### config.mk
export PLATFORM = sky130hd
export DESIGN_NAME = uart_link_core
export DESIGN_NICKNAME = d
export VERILOG_FILES = /design/src/rtl/uart_link_core.sv
export SDC_FILE = /design/constraint.sdc
export NUM_CORES = 1
export LEC_CHECK = 0
export ABC_AREA = 0
export CAP_MARGIN = 20
export CORE_MARGIN = 2
export CORE_UTILIZATION = 60
export CTS_BUF_LIST = sky130_fd_sc_hd__clkbuf_2
export DETAILED_ROUTE_END_ITERATION = 6
export GPL_TIMING_DRIVEN = 0
export MAX_ROUTING_LAYER = met4
export PLACE_DENSITY = 0.82
export SLEW_MARGIN = 20
export SYNTH_ARGS = -nofsm -noshare
export SYNTH_HDL_FRONTEND = slang
export SYNTH_SLANG_ARGS = --single-unit
### constraint.sdc
create_clock -name clk -period 3 [get_ports clk]
set_clock_uncertainty 0.2 [all_clocks]
set_input_delay 0.6 -clock clk [delete_from_list [all_inputs] [get_ports clk]]
set_output_delay 0.6 -clock clk [all_outputs]
set_load 0.02 [all_outputs]
### src/rtl/uart_link_core.sv
`default_nettype none
// ============================================================================
// Module      : uart_link_core
// Description : Full-duplex UART link core. The transmitter is fed by a small
//               TX FIFO. The receiver oversamples the line and detects parity,
//               framing, break and overrun conditions.
// Ports       : clk, rst (async active-low)      - clock / reset
//               baud_div, parity_mode, two_stop  - run-time line settings
//               tx_data/tx_valid/tx_ready        - TX FIFO push interface
//               tx, tx_busy                      - serial out, activity flag
//               rx                               - serial in (asynchronous)
//               rx_data/rx_valid/rx_ready        - received character handshake
//               rx_parity_err/rx_frame_err/rx_overrun - status of held char
// Revision    : 1.0 - initial release
// ============================================================================
module uart_link_core #(
    parameter int DATA_WIDTH    = 8,
    parameter int OVERSAMPLE    = 16,
    parameter int TX_FIFO_DEPTH = 4
) (
    input  logic                  clk,
    input  logic                  rst,
    input  logic [15:0]           baud_div,
    input  logic [1:0]            parity_mode,
    input  logic                  two_stop,
    input  logic [DATA_WIDTH-1:0] tx_data,
    input  logic                  tx_valid,
    output logic                  tx_ready,
    output logic                  tx,
    output logic                  tx_busy,
    input  logic                  rx,
    output logic [DATA_WIDTH-1:0] rx_data,
    output logic                  rx_valid,
    input  logic                  rx_ready,
    output logic                  rx_parity_err,
    output logic                  rx_frame_err,
    output logic                  rx_overrun
);

    localparam int c_AW = $clog2(TX_FIFO_DEPTH);
    localparam int c_TW = $clog2(OVERSAMPLE);
    localparam int c_BW = $clog2(DATA_WIDTH + 1);
    localparam logic [c_TW-1:0] c_TICK_LAST = c_TW'(OVERSAMPLE - 1);
    localparam logic [c_TW-1:0] c_TICK_MID  = c_TW'(OVERSAMPLE / 2 - 1);
    localparam logic [c_BW-1:0] c_BIT_LAST  = c_BW'(DATA_WIDTH - 1);

    typedef enum logic [2:0] {
        ST_IDLE   = 3'd0,
        ST_START  = 3'd1,
        ST_DATA   = 3'd2,
        ST_PARITY = 3'd3,
        ST_STOP   = 3'd4
    } state_t;

    // ------------------------------------------------------------------------
    // Oversample tick generator. The >= compare lets a shrinking baud_div
    // recover immediately instead of counting through the 16-bit range.
    // ------------------------------------------------------------------------
    logic [15:0] baud_cnt_q, baud_cnt_d;
    logic        w_tick;

    always_comb begin
        w_tick     = (baud_cnt_q >= baud_div);
        baud_cnt_d = w_tick ? 16'd0 : baud_cnt_q + 16'd1;
    end

    // ------------------------------------------------------------------------
    // TX FIFO: pointers carry one extra wrap bit to tell full from empty.
    // ------------------------------------------------------------------------
    logic [DATA_WIDTH-1:0] fifo_mem [TX_FIFO_DEPTH];
    logic [c_AW:0]         wr_ptr_q, wr_ptr_d, rd_ptr_q, rd_ptr_d;
    logic                  w_empty, w_full, w_push, w_pop;
    logic [DATA_WIDTH-1:0] w_head;

    always_comb begin
        w_empty  = (wr_ptr_q == rd_ptr_q);
        w_full   = (wr_ptr_q[c_AW] != rd_ptr_q[c_AW]) &&
                   (wr_ptr_q[c_AW-1:0] == rd_ptr_q[c_AW-1:0]);
        w_push   = tx_valid && !w_full;
        w_head   = fifo_mem[rd_ptr_q[c_AW-1:0]];
        wr_ptr_d = w_push ? wr_ptr_q + 1'b1 : wr_ptr_q;
        rd_ptr_d = w_pop  ? rd_ptr_q + 1'b1 : rd_ptr_q;
    end

    always_ff @(posedge clk) begin
        if (w_push) begin
            fifo_mem[wr_ptr_q[c_AW-1:0]] <= tx_data;
        end
    end

    // ------------------------------------------------------------------------
    // TX state machine
    // ------------------------------------------------------------------------
    state_t                tx_state_q, tx_state_d;
    logic [c_TW-1:0]       tx_tick_q, tx_tick_d;
    logic [c_BW-1:0]       tx_bit_q, tx_bit_d;
    logic [DATA_WIDTH-1:0] tx_shift_q, tx_shift_d;
    logic                  tx_par_q, tx_par_d;
    logic                  tx_par_en_q, tx_par_en_d;
    logic                  tx_two_stop_q, tx_two_stop_d;
    logic                  tx_q, tx_d;
    logic                  w_tx_bit_end, w_launch;

    always_comb begin
        tx_state_d    = tx_state_q;
        tx_tick_d     = tx_tick_q;
        tx_bit_d      = tx_bit_q;
        tx_shift_d    = tx_shift_q;
        tx_par_d      = tx_par_q;
        tx_par_en_d   = tx_par_en_q;
        tx_two_stop_d = tx_two_stop_q;
        tx_d          = tx_q;
        w_launch      = 1'b0;
        w_tx_bit_end  = w_tick && (tx_tick_q == c_TICK_LAST);

        if (w_tick && (tx_state_q != ST_IDLE)) begin
            tx_tick_d = w_tx_bit_end ? '0 : tx_tick_q + 1'b1;
        end

        case (tx_state_q)
            ST_IDLE: begin
                tx_d = 1'b1;
                if (w_tick && !w_empty) begin
                    w_launch = 1'b1;
                end
            end
            ST_START: begin
                if (w_tx_bit_end) begin
                    tx_state_d = ST_DATA;
                    tx_bit_d   = '0;
                    tx_d       = tx_shift_q[0];
                end
            end
            ST_DATA: begin
                if (w_tx_bit_end) begin
                    if (tx_bit_q == c_BIT_LAST) begin
                        tx_bit_d = '0;
                        if (tx_par_en_q) begin
                            tx_state_d = ST_PARITY;
                            tx_d       = tx_par_q;
                        end else begin
                            tx_state_d = ST_STOP;
                            tx_d       = 1'b1;
                        end
                    end else begin
                        tx_bit_d   = tx_bit_q + 1'b1;
                        tx_shift_d = tx_shift_q >> 1;
                        tx_d       = tx_shift_q[1];
                    end
                end
            end
            ST_PARITY: begin
                if (w_tx_bit_end) begin
                    tx_state_d = ST_STOP;
                    tx_bit_d   = '0;
                    tx_d       = 1'b1;
                end
            end
            ST_STOP: begin
                if (w_tx_bit_end) begin
                    if (tx_two_stop_q && (tx_bit_q == '0)) begin
                        tx_bit_d = c_BW'(1);
                    end else if (!w_empty) begin
                        // Chain straight into the next start bit: no idle gap.
                        w_launch = 1'b1;
                    end else begin
                        tx_state_d = ST_IDLE;
                        tx_d       = 1'b1;
                    end
                end
            end
            default: begin
                tx_state_d = ST_IDLE;
                tx_d       = 1'b1;
            end
        endcase

        // Frame launch: pop the FIFO head and latch the line settings.
        w_pop = w_launch;
        if (w_launch) begin
            tx_state_d    = ST_START;
            tx_tick_d     = '0;
            tx_shift_d    = w_head;
            tx_par_en_d   = (parity_mode == 2'b01) || (parity_mode == 2'b10);
            tx_par_d      = (^w_head) ^ (parity_mode == 2'b10);
            tx_two_stop_d = two_stop;
            tx_d          = 1'b0;
        end
    end

    // ------------------------------------------------------------------------
    // RX synchroniser and state machine
    // ------------------------------------------------------------------------
    logic                  sync1_q, sync2_q;
    state_t                rx_state_q, rx_state_d;
    logic                  rx_armed_q, rx_armed_d;
    logic [c_TW-1:0]       rx_tick_q, rx_tick_d;
    logic [c_BW-1:0]       rx_bit_q, rx_bit_d;
    logic [DATA_WIDTH-1:0] rx_shift_q, rx_shift_d;
    logic                  rx_acc_q, rx_acc_d;
    logic [1:0]            rx_mode_q, rx_mode_d;
    logic                  w_rx_par_en, w_done, w_done_perr, w_done_ferr;

    always_comb begin
        rx_state_d  = rx_state_q;
        rx_armed_d  = rx_armed_q;
        rx_tick_d   = rx_tick_q;
        rx_bit_d    = rx_bit_q;
        rx_shift_d  = rx_shift_q;
        rx_acc_d    = rx_acc_q;
        rx_mode_d   = rx_mode_q;
        w_done      = 1'b0;
        w_done_perr = 1'b0;
        w_done_ferr = 1'b0;
        w_rx_par_en = (rx_mode_q == 2'b01) || (rx_mode_q == 2'b10);

        if (w_tick && (rx_state_q != ST_IDLE)) begin
            rx_tick_d = (rx_tick_q == c_TICK_LAST) ? '0 : rx_tick_q + 1'b1;
        end

        case (rx_state_q)
            ST_IDLE: begin
                // Only a line seen high can arm the detector, so a held
                // break yields a single frame.
                if (!rx_armed_q) begin
                    rx_armed_d = sync2_q;
                end else if (!sync2_q) begin
                    rx_state_d = ST_START;
                    rx_armed_d = 1'b0;
                    rx_tick_d  = '0;
                    rx_acc_d   = 1'b0;
                    rx_mode_d  = parity_mode;
                end
            end
            ST_START: begin
                if (w_tick && (rx_tick_q == c_TICK_MID)) begin
                    rx_tick_d = '0;
                    rx_bit_d  = '0;
                    rx_state_d = sync2_q ? ST_IDLE : ST_DATA;
                end
            end
            ST_DATA: begin
                if (w_tick && (rx_tick_q == c_TICK_LAST)) begin
                    rx_shift_d = {sync2_q, rx_shift_q[DATA_WIDTH-1:1]};
                    rx_acc_d   = rx_acc_q ^ sync2_q;
                    if (rx_bit_q == c_BIT_LAST) begin
                        rx_state_d = w_rx_par_en ? ST_PARITY : ST_STOP;
                    end else begin
                        rx_bit_d = rx_bit_q + 1'b1;
                    end
                end
            end
            ST_PARITY: begin
                if (w_tick && (rx_tick_q == c_TICK_LAST)) begin
                    rx_acc_d   = rx_acc_q ^ sync2_q;
                    rx_state_d = ST_STOP;
                end
            end
            ST_STOP: begin
                if (w_tick && (rx_tick_q == c_TICK_LAST)) begin
                    w_done      = 1'b1;
                    w_done_ferr = !sync2_q;
                    w_done_perr = w_rx_par_en &&
                                  (rx_acc_q != (rx_mode_q == 2'b10));
                    rx_state_d  = ST_IDLE;
                end
            end
            default: begin
                rx_state_d = ST_IDLE;
            end
        endcase
    end

    // ------------------------------------------------------------------------
    // RX holding register. A completion coinciding with an accept loads the
    // new character rather than counting as an overrun.
    // ------------------------------------------------------------------------
    logic [DATA_WIDTH-1:0] rx_data_q, rx_data_d;
    logic                  rx_valid_q, rx_valid_d;
    logic                  rx_perr_q, rx_perr_d;
    logic                  rx_ferr_q, rx_ferr_d;
    logic                  rx_ovr_q, rx_ovr_d;
    logic                  w_accept;

    always_comb begin
        rx_data_d  = rx_data_q;
        rx_valid_d = rx_valid_q;
        rx_perr_d  = rx_perr_q;
        rx_ferr_d  = rx_ferr_q;
        rx_ovr_d   = rx_ovr_q;
        w_accept   = rx_valid_q && rx_ready;

        if (w_done && (!rx_valid_q || w_accept)) begin
            rx_data_d  = rx_shift_q;
            rx_valid_d = 1'b1;
            rx_perr_d  = w_done_perr;
            rx_ferr_d  = w_done_ferr;
            rx_ovr_d   = 1'b0;
        end else if (w_done) begin
            rx_ovr_d = 1'b1;
        end else if (w_accept) begin
            rx_valid_d = 1'b0;
            rx_perr_d  = 1'b0;
            rx_ferr_d  = 1'b0;
            rx_ovr_d   = 1'b0;
        end
    end

    // ------------------------------------------------------------------------
    // State registers
    // ------------------------------------------------------------------------
    always_ff @(posedge clk or negedge rst) begin
        if (!rst) begin
            baud_cnt_q    <= '0;
            wr_ptr_q      <= '0;
            rd_ptr_q      <= '0;
            tx_state_q    <= ST_IDLE;
            tx_tick_q     <= '0;
            tx_bit_q      <= '0;
            tx_shift_q    <= '0;
            tx_par_q      <= 1'b0;
            tx_par_en_q   <= 1'b0;
            tx_two_stop_q <= 1'b0;
            tx_q          <= 1'b1;
            sync1_q       <= 1'b1;
            sync2_q       <= 1'b1;
            rx_state_q    <= ST_IDLE;
            rx_armed_q    <= 1'b0;
            rx_tick_q     <= '0;
            rx_bit_q      <= '0;
            rx_shift_q    <= '0;
            rx_acc_q      <= 1'b0;
            rx_mode_q     <= 2'b00;
            rx_data_q     <= '0;
            rx_valid_q    <= 1'b0;
            rx_perr_q     <= 1'b0;
            rx_ferr_q     <= 1'b0;
            rx_ovr_q      <= 1'b0;
        end else begin
            baud_cnt_q    <= baud_cnt_d;
            wr_ptr_q      <= wr_ptr_d;
            rd_ptr_q      <= rd_ptr_d;
            tx_state_q    <= tx_state_d;
            tx_tick_q     <= tx_tick_d;
            tx_bit_q      <= tx_bit_d;
            tx_shift_q    <= tx_shift_d;
            tx_par_q      <= tx_par_d;
            tx_par_en_q   <= tx_par_en_d;
            tx_two_stop_q <= tx_two_stop_d;
            tx_q          <= tx_d;
            sync1_q       <= rx;
            sync2_q       <= sync1_q;
            rx_state_q    <= rx_state_d;
            rx_armed_q    <= rx_armed_d;
            rx_tick_q     <= rx_tick_d;
            rx_bit_q      <= rx_bit_d;
            rx_shift_q    <= rx_shift_d;
            rx_acc_q      <= rx_acc_d;
            rx_mode_q     <= rx_mode_d;
            rx_data_q     <= rx_data_d;
            rx_valid_q    <= rx_valid_d;
            rx_perr_q     <= rx_perr_d;
            rx_ferr_q     <= rx_ferr_d;
            rx_ovr_q      <= rx_ovr_d;
        end
    end

    assign tx_ready      = !w_full;
    assign tx            = tx_q;
    assign tx_busy       = (tx_state_q != ST_IDLE) || !w_empty;
    assign rx_data       = rx_data_q;
    assign rx_valid      = rx_valid_q;
    assign rx_parity_err = rx_perr_q;
    assign rx_frame_err  = rx_ferr_q;
    assign rx_overrun    = rx_ovr_q;

endmodule
`default_nettype wire

[After elaboration in Yosys (flattened, before gate mapping)]
Memory sizes are Yosys's and may differ from the RTL's.
Index checks and enable logic that the tools add are counted.
W data, S select, Z words.
Storage, ports and cells
  register bits after elaboration: 82
  bits in writable memories: 32
  output and inout bits: 15
  word-level logic and storage cells: 207
  memories: 1
Memory list
  fifo_mem: words 4, width 8, read ports 1, clocked after Yosys merged registers in 0, write ports 1, RTL line 70  | logic [DATA_WIDTH-1:0] fifo_mem [TX_FIFO_DEPTH];
Operators by class
  add/subtract/negate cells: 7
  magnitude comparators: 1
  equal/unequal tests: 44
  multiplexer cells: 80
  bitwise operators: 3
  reductions and logical operators: 46
Operators with widths (number)
  $mux W4: 16
  $mux W3: 17
  $mux W1: 33
  $mux W8: 4
  $pmux W3 S5: 2
  $ne A2 B2 Y1 const B: 13
  $ne A3 B3 Y1 const B: 7
  $add A16 B1 Y16 const B: 1
  $add A4 B1 Y4 const B: 4
  $ge A16 B16 Y1: 1
  $mux W16: 1
  $pmux W4 S2: 2
  $eq A3 B2 Y1 const B: 4
  $eq A4 B3 Y1 const B: 3
  $logic_and A1 B1 Y1: 12
  $pmux W4 S3: 1
  $reduce_bool A2 Y1: 6
  $reduce_bool A3 Y1: 4
  $eq A4 B4 Y1 const B: 2
  $reduce_and A4 Y1: 2
  $reduce_and A8 Y1: 1
  $reduce_xor A8 Y1: 1
  $reduce_and A7 Y1: 1
  $add A3 B1 Y3 const B: 2
  other kinds (22): 41

[Depth between registers and ports, before layout]
Gate-level depths: netlist of run 1.
  depth after elaboration: 7
  gate-level depth with buffers: 11

[Worst setup path before layout of run 1]
OpenSTA, ideal clock, no wires.
  path kind: input to register
  start: input port baud_div[13]
  end: register rx_data_q[0], in the netlist rx_data[0]
  library setup time: 125 ps
  data arrival time: 2287 ps
  slack: 388 ps
  stages: 8
  buffers on the path: 0
  path through: inv_1 > ha_1 > nand4_1 > nand3b_1 > o221ai_2 > nand3_1 > nor2_4 > mux2_2
Between the ends
  longest elaborated chain between the ends: 5
RTL lines
  from (decl): RTL line 23  | input logic [15:0] baud_div,
  $ge A16 B16 Y1: RTL line 63  | w_tick = (baud_cnt_q >= baud_div);
  $logic_and A1 B1 Y1: RTL line 260  | if (w_tick && (rx_tick_q == c_TICK_LAST)) begin
  $mux W1: RTL line 260
  $mux W1: RTL line 221  | case (rx_state_q)
  $logic_and A1 B1 Y1: RTL line 293  | if (w_done && (!rx_valid_q || w_accept)) begin
  to (signal assigned): RTL line 360  | rx_data_q <= rx_data_d;
  to (decl): RTL line 278  | logic [DATA_WIDTH-1:0] rx_data_q, rx_data_d;
Every way passes these cells.
A chain may end at the register's enable or synchronous reset.

[Worst setup path in the final report of run 1]
  start: register rd_ptr_q[1]
  end: output port tx_busy
Between the ends
  longest elaborated chain between the ends: 3
RTL lines
  from (decl): RTL line 71  | logic [c_AW:0] wr_ptr_q, wr_ptr_d, rd_ptr_q, rd_ptr_d;
  from (signal assigned): RTL line 342  | rd_ptr_q <= rd_ptr_d;
  $eq A3 B3 Y1: RTL line 76  | w_empty = (wr_ptr_q == rd_ptr_q);
  $logic_not A1 Y1: RTL line 370  | assign tx_busy = (tx_state_q != ST_IDLE) || !w_empty;
  $logic_or A1 B1 Y1: RTL line 370
  to (decl): RTL line 30  | output logic tx_busy,
Every way passes these cells.

==> qor.csv, run 1 <==
metric;value;unit
ys_seq_area_share;52.1;%
cts_buffer_depth;2;
dr_wl_met2;5.86;mm
startpoint_type;flop;
grt_remaining_overflow;0;
drive_above_1_share;15.4;%
via_per_inst;5.69;
yosys-mux-area-fraction;7.22;%
ys_seq_elements;114;
ys_types;64;
synth_xor_area_share;4.65;%
hold_viol;0;
synth_edf_count;32;
synthCells;521;
top_layer_used;met4;
r2r_slack;0.18;ns
finalSetupViolCount;1;
core-area;9280;sq um
fin_crit_sh;108;%
htreeDepth;4;
syn-num-nets;582;
dieWidth;102;um
syn_avg_cell_area;11.1;sq um
synth_flop_cell;dfrtp_1;
cts_root_buf;clkbuf_2;
die-area;10400;sq um
wl_met3;541;um
final_cell_mix;dfrtp_1 (79), nand2_1 (47), nor2_1 (46), clkdlybuf4s50_1 (43), edfxtp_1 (32);
maxSlewViolCount;0;
wl_met1;4.98;mm
drt-total-wl;11.5;mm
die_h;102;um
dr_total_vias;4168;
cp-end-kind;primary output;
ys_async_sr_fraction;71.9;%
max_freq;309;MHz
ys.warnings.count;0;
power.leakage;2.95;nW
rsz0062_at_grt;true;
hp-class;primary input to flop;
grt_antenna_before_repair;0;
failed_checks;setup timing;
grt_pass1_vias;4159;
drc;0;
numCtsBuffers;17;
first_iter_violations;306;
netlist_area;5790;sq um
cts_sinks;114;
start_util;62.3;%
relSlewSlack;66.8;%
clk_pin_slew;0.17;ns
clk_latency;0.66;ns
outcome;finished, violations left;
track_usage;24.3;%
cp.required;2.20;ns
numPortBuffers;46;
synth_compound_area_share;11.1;%
synth_adder_area_share;6.27;%
gp_congestion;0.889;
antenna_cells;0;
crit_type;flop to primary output;
syn_to_final_growth;16.1;%
pin_count;47;
finalNetCount;651;
grt_pass1_wl;19.0;mm
power;5.20;mW
drv_cap;0;
nFillCells;671;
finalWorstPathRequiredPeriod;3.23;ns
max-vdd-ir-drop;0.580;mV
placed_cell_area;6430;sq um
final_common_cell;dfrtp_1;
dp.final_hpwl;8.22;mm
cp_max_fo;10;
worstPathArrival;2.43;ns
tightest_slew;0.496;ns
p_per_area;774;nW/um^2
fin_area;6720;sq um
fin_ws;-0.235;ns
firstDrtPassIters;6;
ant_nets;0;
rows;35;
yosys.area_share.simple;15.3;%
drt-wirelength-per-cell;15.8;um
synth_top_family_by_area;simple AND/OR/NAND/NOR gates;
grt_max_degree;52;
cts_tree;yes;
worst max-delay path, cell delays in order (launching register included):
cell	delay (ns)
dfrtp_1	0.45
buf_6	0.17
xor2_2	0.15
or3_4	0.40
or4_4	0.47
buf_6	0.16
per-stage QoR:
| stage | cells | hold WS, ns | util (%) | setup slack, ns | TNS [ns] |
|---|---|---|---|---|---|
| floorplan | 521 | 0.104 | - | 0.388 | 0 |
| global placement | 696 | 0.146 | 69.0 | -1.74 | -159.74 |
| detailed placement | 697 | 0.151 | 69.3 | -0.524 | -25.09 |
| CTS | 731 | 0.101 | 72.1 | -0.244 | -0.244 |
| global route | 732 | 0.0868 | 72.4 | -0.319 | -0.319 |
| finish | 732 | 0.145 | 72.4 | -0.235 | -0.235 |
sequential cells by signal (all words and copies together) (netlist names), 4 cells and up:
signal	flops
tx_tick_q	4
tx_bit_q	4
rx_tick_q	4
fifo_mem	32
rx_data	8
rx_shift_q	8
tx_shift_q	8
rx_bit_q	4
baud_cnt_q	16
power by group:
group / internal, mW / switching [mW]
registers: 1.97 / 0.260
clock network: 0.303 / 0.630
logic: 0.928 / 1.11
cells in the mapped netlist (8+ instances only):
master | count | area (sq um)
nand2b_1 | 9 | 56.3
mux2_2 | 18 | 203
inv_1 | 29 | 109
o21ai_0 | 27 | 135
nor2_1 | 46 | 173
xor2_1 | 14 | 123
buf_2 | 9 | 45.0
and3_1 | 12 | 75.1
a21oi_1 | 28 | 140
edfxtp_1 | 32 | 961
xnor2_1 | 13 | 114
nand2_1 | 47 | 176
o22ai_1 | 8 | 50.1
nand3_1 | 21 | 105
a31oi_1 | 8 | 50.1
ha_1 | 29 | 363
dfrtp_1 | 79 | 1980
what timing repair did:
item	in CTS	in global routing
endpoints found under the setup margin	2	19
gates cloned	0	0
buffers inserted	1	1
hold buffers	1	0
gates resized for setup	12	3
hold endpoints to repair	32	0
pin swaps	0	0
final timing paths:
| check | depth (start not counted) | endpoint | startpoint |
|---|---|---|---|
| max | 5 | tx_busy | rd_ptr_q[1] |
| min | 1 | sync1_q | rx |
| max reg2reg | 9 | rx_bit_q[0] | baud_cnt_q[13] |
| min reg2reg | 0 | sync2_q | sync1_q |
| max in group asynchronous | 3 | tx | rst |
| min in group asynchronous | 2 | baud_cnt_q[8] | rst |
cells by family after synthesis:
| logic type | after synthesis |
|---|---|
| compound gates | 100 |
| fa+ha+maj | 29 |
| flops | 114 |
| mux | 28 |
| simple gates | 175 |
| xor+xnor | 29 |
| buf+inv | 46 |
metal layers:
metal,vias up,global-route usage (%)
met4,0,7.28
met2,107,40.1
met3,19,5.54
li1,2010,-
met5,-,-
met1,2032,30.3
final cells by class:
type	count	area [sq um]	area share, %
multi-input cells	361	2610	38.8
clock inverters	15	135	2.01
repair buffers	50	510	7.60
plain buffers	17	95.1	1.42
clock buffers	17	85.1	1.27
inverters	29	109	1.62
flip-flops and latches	114	3020	44.9
well taps	129	161	2.40
No activity file was read; power rests on OpenSTA's default activity.
==> run 2: changes to the inputs <==
--- a/config.mk
+++ b/config.mk
@@ -18,3 +18,4 @@
 export SYNTH_ARGS = -nofsm -noshare
 export SYNTH_HDL_FRONTEND = slang
 export SYNTH_SLANG_ARGS = --single-unit
+export TNS_END_PERCENT = 1
==> results of run 2 <==
The final DEF is identical to that of run 1; final timing and power are the same.
==> run 3: changes to the inputs <==
==> constraint.sdc (replaced) <==
create_clock -name clk -period 3.05 [get_ports clk]
set_clock_uncertainty 0.2 [all_clocks]
set_input_delay 0.61 -clock clk [delete_from_list [all_inputs] [get_ports clk]]
set_output_delay 0.61 -clock clk [all_outputs]
set_load 0.02 [all_outputs]
==> run 3 against run 2 <==
The flow still finishes with violations (setup timing). Via count is 0.58% lower. Die area unchanged. Highest routed layer unchanged. Wire length decreased by 1.1%. Final area fell by 0.20%. Core utilization fell by 0.15 points. Critical endpoint unchanged.
==> qor.csv, run 3 (same netlist as run 1, synthesis figures left out) <==
metric;value;unit
antenna_cells;0;
fin_area;6710;sq um
drt-wirelength-per-cell;15.6;um
final_common_cell;dfrtp_1;
numCtsBuffers;17;
hp-start;sync1_q;
finalWorstPathRequiredPeriod;3.22;ns
grt_max_degree;52;
cp_max_fo;10;
core-area;9280;sq um
p_comb_share;39.1;%
grt_pass1_vias;4159;
p_clk_share;17.8;%
clk_pin_slew;0.17;ns
max_freq;311;MHz
firstDrtPassIters;4;
clk_latency;0.64;ns
whs;0.170;ns
hp-class;flop to flop;
cpMostUsedCell;buf_6;
power.leakage;2.95;nW
via_per_inst;5.66;
first_iter_violations;311;
drive_above_1_share;15.4;%
cpPeakStageDelay;0.47;ns
rsz0062_at_grt;true;
die_h;102;um
track_usage;24.3;%
swShare;38.3;%
largest_reg_flops;32;
cts_root_buf;clkbuf_2;
crit_type;flop to primary output;
final_core_util;72.2;%
die-area;10400;sq um
final_cell_mix;dfrtp_1 (79), nand2_1 (47), nor2_1 (46), clkdlybuf4s50_1 (43), edfxtp_1 (32);
drt-total-wl;11.4;mm
finalNetCount;651;
ant_nets;0;
hold_path_end;sync2_q;
r2r_slack;0.13;ns
numPortBuffers;46;
p_switching;1.95;mW
critPathSlowestCell;or4_4;
intPower;3.15;mW
r2r-start;baud_cnt_q[7];
syn_to_final_growth;15.9;%
dieWidth;102;um
cp.required;2.24;ns
cp-end-kind;primary output;
drv_cap;0;
fin_crit_sh;105;%
grt_remaining_overflow;0;
rows;35;
dr_total_vias;4144;
fin_ws;-0.167;ns
grt_pass1_wl;19.0;mm
failed_checks;setup timing;
cts_tree;yes;
nFillCells;675;
critical_path.cell_chain;buf_6, xor2_2, or3_4, or4_4, buf_6;
drc;0;
placed_cell_area;6430;sq um
htreeDepth;4;
gp_congestion;0.889;
tightest_slew;0.501;ns
relSlewSlack;66.5;%
whs_path_depth;0;
startpoint_type;flop;
start_util;62.3;%
cts_sinks;114;
pin_count;47;
pwr-share-seq;43.0;%
grt_antenna_before_repair;0;
finalSetupViolCount;1;
hold_viol;0;
worstPathArrival;2.41;ns
r2r_cells;10;
dp.final_hpwl;8.22;mm
cts_buffer_depth;2;
max-vdd-ir-drop;0.572;mV
r2r_end;rx_bit_q[3];
p_per_area;760;nW/um^2
maxSlewViolCount;0;
outcome;finished, violations left;
[run 3: cell types whose count changed in the layout (fill, tap and decap cells not counted)]
| cell | change |
|---|---|
| o221ai_2 | +1 |
| o221ai_4 | -1 |
| clkbuf_4 | -1 |
| buf_2 | +1 |
[run 3: layout make-up]
class	instances	area (sq um)	share of cell area [%]
Multi-Input combinational cell	361	2590	38.7
Tap cell	129	161	2.41
Timing Repair Buffer	50	510	7.61
Inverter	29	109	1.62
Clock buffer	17	85.1	1.27
Buffer	17	92.6	1.38
Clock inverter	15	135	2.02
Sequential cell	114	3020	45.0
[run 3: routing by layer]
layer / vias up / GRT usage, % / wire length (um)
met3: 15 / 5.54 / 587
met5: - / - / 0
met4: 0 / 7.28 / 137
li1: 2009 / - / -
met2: 122 / 40.1 / 5810
met1: 1998 / 30.3 / 4870
[run 3: through the flow]
step	std cells	TNS, ns	setup slack (ns)	power (mW)
2_1_floorplan	521	0	0.428	3.66
3_3_place_gp	696	-153.70	-1.70	4.05
3_5_place_dp	697	-22.29	-0.484	4.16
4_1_cts	731	-0.204	-0.204	5.11
5_1_grt	732	-0.294	-0.279	5.47
6_report	732	-0.167	-0.167	5.10
[run 3: repair_timing]
item / CTS / global route
resized for setup: 12 / 1
hold endpoints to repair: 31 / 0
setup endpoints to repair: 2 / 9
setup buffers: 1 / 1
pin swaps: 0 / 0
hold buffers: 1 / 0
[run 3: critical path: cells and delay by family, from the launching register on]
family                    cells  cell delay [ns]
DFF                           1             0.44
buffers and inverters         2             0.33
and+or+nand+nor               2             0.87
xor gates and xnor gates      1             0.15
[run 3: how the worst max path moves through the flow]
stage                             from  depth (start not counted)          to  slack (ns)
after floorplan           baud_div[13]                          8  rx_data[0]        0.43
after global placement             rst                          1  rx_data[2]       -1.70
after detailed placement   baud_div[7]                         10  rx_data[6]       -0.48
after CTS                  rd_ptr_q[1]                          5     tx_busy       -0.20
after global routing       rd_ptr_q[1]                          5     tx_busy       -0.28
final                      rd_ptr_q[1]                          5     tx_busy       -0.17
[run 3: power groups by stage]
stage / sequential (mW) / clock, mW / combinational, mW
final: 2.19 / 0.909 / 1.99
after global routing: 2.23 / 0.999 / 2.24
after CTS: 2.19 / 0.937 / 1.99
after detailed placement: 2.21 / 0 / 1.95
after global placement: 2.19 / 0 / 1.86
after floorplan: 2.16 / 0 / 1.50
